--- src/rtl/diff_scan_unit_if.sv ---
// Request/result handshake bundle for the differing-bit scan unit.
// The master drives operands and consumes results; the slave is the unit itself.
interface diff_scan_unit_if #(
  parameter int WIDTH = 32
);
  localparam int IDXW = $clog2(WIDTH);

  logic [WIDTH-1:0] A;
  logic [WIDTH-1:0] B;
  logic             mode;
  logic             in_valid;
  logic             in_ready;
  logic [IDXW-1:0]  out;
  logic             eq;
  logic             out_valid;
  logic             out_ready;

  modport master (
    output A, B, mode, in_valid, out_ready,
    input  in_ready, out, eq, out_valid
  );

  modport slave (
    input  A, B, mode, in_valid, out_ready,
    output in_ready, out, eq, out_valid
  );
endinterface

--- src/rtl/diff_scan_unit.sv ---
// Finds the most- or least-significant bit where A and B differ,
// scanning one CHUNK-wide slice of A^B per clock.
module diff_scan_unit #(
  parameter int WIDTH = 32,
  parameter int CHUNK = 8
) (
  input logic              clk,
  input logic              rst,
  diff_scan_unit_if.slave  bus
);
  localparam int IDXW = $clog2(WIDTH);
  localparam int NCH  = WIDTH / CHUNK;
  localparam int CW   = (NCH > 1) ? $clog2(NCH) : 1;

  typedef enum logic [1:0] {IDLE, SCAN, DONE} stateT;

  stateT            state;
  logic [WIDTH-1:0] xReg;
  logic             modeReg;
  logic [CW-1:0]    cnt;
  logic [IDXW-1:0]  outReg;
  logic             eqReg;
  logic             inReadyReg;
  logic             outValidReg;

  int               chunkSel;
  int               bitPos;
  logic [CHUNK-1:0] chunkBits;
  logic [IDXW-1:0]  hitIdx;
  logic             lastChunk;

  // Scan-order counter maps to a physical chunk; the loop direction makes the
  // last set bit seen be the highest (mode 0) or the lowest (mode 1).
  always_comb begin
    chunkSel  = modeReg ? int'(cnt) : (NCH - 1 - int'(cnt));
    chunkBits = CHUNK'(xReg >> (chunkSel * CHUNK));
    bitPos    = 0;
    if (!modeReg) begin
      for (int i = 0; i < CHUNK; i++)
        if (chunkBits[i]) bitPos = i;
    end else begin
      for (int i = CHUNK - 1; i >= 0; i--)
        if (chunkBits[i]) bitPos = i;
    end
    hitIdx    = IDXW'(chunkSel * CHUNK + bitPos);
    lastChunk = (cnt == CW'(NCH - 1));
  end

  always_ff @(posedge clk or negedge rst) begin
    if (!rst) begin
      state       <= IDLE;
      xReg        <= '0;
      modeReg     <= 1'b0;
      cnt         <= '0;
      outReg      <= '0;
      eqReg       <= 1'b0;
      inReadyReg  <= 1'b1;
      outValidReg <= 1'b0;
    end else begin
      case (state)
        IDLE: begin
          if (bus.in_valid) begin
            xReg       <= bus.A ^ bus.B;
            modeReg    <= bus.mode;
            cnt        <= '0;
            inReadyReg <= 1'b0;
            state      <= SCAN;
          end
        end
        SCAN: begin
          if (chunkBits != '0) begin
            outReg      <= hitIdx;
            eqReg       <= 1'b0;
            outValidReg <= 1'b1;
            state       <= DONE;
          end else if (lastChunk) begin
            outReg      <= '0;
            eqReg       <= 1'b1;
            outValidReg <= 1'b1;
            state       <= DONE;
          end else begin
            cnt <= cnt + 1'b1;
          end
        end
        DONE: begin
          if (bus.out_ready) begin
            outValidReg <= 1'b0;
            inReadyReg  <= 1'b1;
            state       <= IDLE;
          end
        end
        default: state <= IDLE;
      endcase
    end
  end

  assign bus.in_ready  = inReadyReg;
  assign bus.out_valid = outValidReg;
  assign bus.out       = outReg;
  assign bus.eq        = eqReg;
endmodule

--- src/flat_wrapper.sv ---
// flat-port wrapper written by rule: the top's interface ports become plain ports
module diff_scan_unit_flat 
#(
  parameter int WIDTH = 32,
  parameter int CHUNK = 8
)
  (clk, rst, bus_A, bus_B, bus_mode, bus_in_valid, bus_out_ready, bus_in_ready, bus_out, bus_eq, bus_out_valid);
  diff_scan_unit_if #(.WIDTH(WIDTH)) bus_i ();
  input logic clk;
  input logic rst;
  input wire logic [$bits(bus_i.A)-1:0] bus_A;
  input wire logic [$bits(bus_i.B)-1:0] bus_B;
  input wire logic [$bits(bus_i.mode)-1:0] bus_mode;
  input wire logic [$bits(bus_i.in_valid)-1:0] bus_in_valid;
  input wire logic [$bits(bus_i.out_ready)-1:0] bus_out_ready;
  output wire logic [$bits(bus_i.in_ready)-1:0] bus_in_ready;
  output wire logic [$bits(bus_i.out)-1:0] bus_out;
  output wire logic [$bits(bus_i.eq)-1:0] bus_eq;
  output wire logic [$bits(bus_i.out_valid)-1:0] bus_out_valid;
  assign bus_i.A = bus_A;
  assign bus_i.B = bus_B;
  assign bus_i.mode = bus_mode;
  assign bus_i.in_valid = bus_in_valid;
  assign bus_i.out_ready = bus_out_ready;
  assign bus_in_ready = bus_i.in_ready;
  assign bus_out = bus_i.out;
  assign bus_eq = bus_i.eq;
  assign bus_out_valid = bus_i.out_valid;
  diff_scan_unit #(.WIDTH(WIDTH), .CHUNK(CHUNK)) u_core (.clk(clk), .rst(rst), .bus(bus_i));
endmodule
--- config.mk ---
export PLATFORM = sky130hd
export DESIGN_NAME = diff_scan_unit_flat
export DESIGN_NICKNAME = d
export VERILOG_FILES = /design/src/rtl/diff_scan_unit_if.sv /design/src/rtl/diff_scan_unit.sv /design/src/flat_wrapper.sv
export SDC_FILE = /design/constraint.sdc
export NUM_CORES = 1
export LEC_CHECK = 0
export ABC_AREA = 0
export BUFFER_PORTS_ARGS = -buffer_cell sky130_fd_sc_hd__buf_4
export CAP_MARGIN = 30
export CORE_ASPECT_RATIO = 0.5
export CORE_UTILIZATION = 53
export CTS_CLUSTER_DIAMETER = 200
export DETAILED_ROUTE_END_ITERATION = 16
export PLACE_DENSITY = 0.9
export SYNTH_ARGS = -nofsm -noshare
export SYNTH_HDL_FRONTEND = slang
export SYNTH_SLANG_ARGS = --single-unit
--- constraint.sdc ---
create_clock -name clk -period 2.3 [get_ports clk]
set_input_delay 0.345 -clock clk [delete_from_list [all_inputs] [get_ports clk]]
set_output_delay 0.345 -clock clk [all_outputs]
set_load 0.05 [all_outputs]
==> flow_summary.ini <==
[outcome]
outcome = finished, final reports clean

[timing]
setup_viol = 0
period_minus_slack_ps = 2282
max_freq_mhz = 438.3
drv_slew = 0
hold_viol_final = 0
layout_worst_path_cycle_share_pct = 99.20
max_slew.worst_pin.slew_ps = 569.9
maxSlewHeadroom_pct = 62.01
finClkSkew_ps = 8.093
fin_ws_ps = 18.35
rsz0062_at_grt = true
tns_ps = 0

[die]
die_w_um = 104.7
ios = 77
coreArea_um2 = 5000
fp-row-count = 18
die_y_um = 53.34
die-area_um2 = 5584
initial_core_util_pct = 55.88

[clocking]
clock_latency_ps = 300
clock_path_buffers = 2
clk_pin_slew_ps = 90
cts_buffers = 5
root_buffer = clkbuf_8
clkSinkCount = 45
cts_max_level = 2
cts_tree = done

[finish]
utilization_pct = 75.50
fin_nets = 454
drive_gt1_share_pct = 32.98
final_area_um2 = 3775
area_delta_synth_final_pct = 35.11
n_antenna_cell = 0

[detailed_routing]
viasPerCell = 5.619
wl_per_cell_um = 15.44
vias = 2540
ant_nets = 0
wl_um = 6977
drcViolationCount = 0
drt_first_pass_iters = 4
detail_route.iter0.violations = 106

[setup_path]
cp_cell_sequence = nor2b_1 -> buf_4 -> nand2_1 -> o2111ai_4 -> nand2_4 -> nor3_4 -> nand2_1 -> a311o_1
worstRegToRegCells = 8
reg2reg_slack_ps = 20
crit_required_ps = 2490
path_delay_family = simple AND/OR/NAND/NOR gates
cp.depth = 8
startpoint_type = flip-flop
worstSetupEndpointType = flip-flop
worst-path-buf-inv = 1
critPathMostFrequentCell = nand2_1
slowest_stage = dfrtp_2
max_stage_delay_ps = 530
cp_max_fo = 9
crit_arrival_ps = 2470
rr_startpoint = u_core.modeReg
worstSetupPathType = reg -> reg
startpoint = u_core.modeReg
critPathCapture = u_core.bus.out_valid
r2r-end = u_core.bus.out_valid

[place]
dpl_cell_area_um2 = 3487
place_ws_ps = -42.33
numPortBuffers = 76
dp_hpwl_um = 4964
routabilityCongestion = 0.9602

[synthesis]
syn_inst = 299
yosys.area.top_type_share_pct = 39.41
ys_seq_elements = 45
synthFlopType = dfrtp_1
synth_area_per_cell_um2 = 9.344
synthTopCellsByArea = dfrtp_1 39%, xnor2_1 10%, mux2i_1 10%
ys_types = 45
synthMostInstantiatedCell = nand2_1
async_flop_share_pct = 100.0
synth_edf_count = 0
netlist.top_cell.by_area = dfrtp_1
synthesis.area_um2 = 2794
synthTopCellsByCount = 52 x nand2_1, 44 x dfrtp_1, 42 x o21ai_0
syn_nets = 372
synth_warnings = 0
seq_area_frac_synth_pct = 40.35

[global_routing]
grt_pass1_vias = 2198
grt_max_degree = 46
grt_antenna_before_repair = 0
grt_use_total_pct = 24.33
grt_overflow = 0
grt_pass1_wl_um = 10490

[pwr]
ir_drop_mv = 0.7293
p_leak_nw = 1.607
power_w = 0.005097
powerDensity_nw_per_um2 = 1350

[min_path]
hp-class = in -> async

[flow_run]
maxCapViolCount = 0
worst min path at each step:
stage                     from                    to
after CTS                  rst       u_core.state[0]
after detailed placement   rst       u_core.state[0]
final                      rst       u_core.state[0]
after global routing       rst       u_core.state[1]
after global placement     rst  u_core.bus.out_valid
after floorplan            rst         u_core.bus.eq
power by group:
part | total [W] | switching [W] | internal [W]
sequential | 0.00154 | 0.000368 | 0.00117
clock | 0.000716 | 0.000284 | 0.000432
combinational | 0.00284 | 0.00161 | 0.00123
stage by stage:
stage | hold slack (ps) | cells
3_3_place_gp | 367.0 | 438
3_5_place_dp | 383.4 | 438
4_1_cts | 52.39 | 446
6_report | 23.49 | 452
2_1_floorplan | 49.41 | 299
5_1_grt | 76.40 | 452
final cells by class:
cell class | instances | area [µm²]
multi-input cells | 233 | 1654
fillers | 360 | 1225
flip-flops and latches | 45 | 1131
repair buffers | 92 | 753.2
well taps | 70 | 87.58
clock buffers | 5 | 68.82
clock inverters | 3 | 65.06
inverters | 4 | 15.01
flip-flops by register name, indices dropped and copies added (netlist names):
signal,count
u_core.xReg,32
u_core.bus.in_ready,1
u_core.modeReg,1
u_core.cnt,2
u_core.bus.out_valid,1
u_core.state,2
u_core.bus.out,5
u_core.bus.eq,1
per-layer routing:
layer	share of wire, %	routed length [µm]	vias to the layer above	global-route usage, %
met3	6.0	421	8	5.542
met2	48	3319	91	40.29
met4	0.63	44	0	5.634
met1	46	3192	1221	32.85
li1	-	-	1220	-
met5	0	0	-	0
layout by cell type (no fill, tap or decap), drive strengths merged, types with 2 or more instances in the layout:
cell type	netlist	final
a21boi	2	2
o21a	4	4
bufinv	0	2
nand3	12	12
a32o	2	2
inv	4	4
mux2	4	4
a22oi	7	7
dfrtp	44	44
xnor2	33	33
nand2	52	52
and2	2	2
nand2b	2	2
o2111ai	2	2
buf	6	90
nor2	5	5
o21ai	42	42
nand4	3	3
clkbuf	11	6
mux2i	28	28
and3	2	2
a21oi	5	5
ha	4	4
o211ai	2	2
nor3	2	2
nand3b	2	2
nor2b	3	3
timing repair:
| action | 4_1_cts | 5_1_grt |
|---|---|---|
| pin swaps | 1 | 4 |
| gates cloned | 0 | 2 |
| resized for setup | 4 | 19 |
| endpoints found under the setup margin | 4 | 6 |
| setup buffers | 0 | 4 |
| hold buffers | 0 | 0 |
worst register-to-register path, stage by stage (launching register included):
cell and delay (ps):
dfrtp_2 530, nor2b_1 190, buf_4 180, nand2_1 120, o2111ai_4 260, nand2_4 110
nor3_4 310, nand2_1 100, a311o_1 370
kinds of logic after synthesis:
group | after synthesis | synth area share, %
adder cells (fa/ha/maj) | 4 | 1.791
AO/OA/AOI/OAI | 75 | 16.79
buffers and inverters | 21 | 3.403
XOR/XNOR | 33 | 10.34
AND/OR/NAND/NOR | 88 | 14.87
multiplexers | 33 | 12.45
flip-flops | 45 | 40.35
Note: power is estimated with default switching activity, not from simulation.
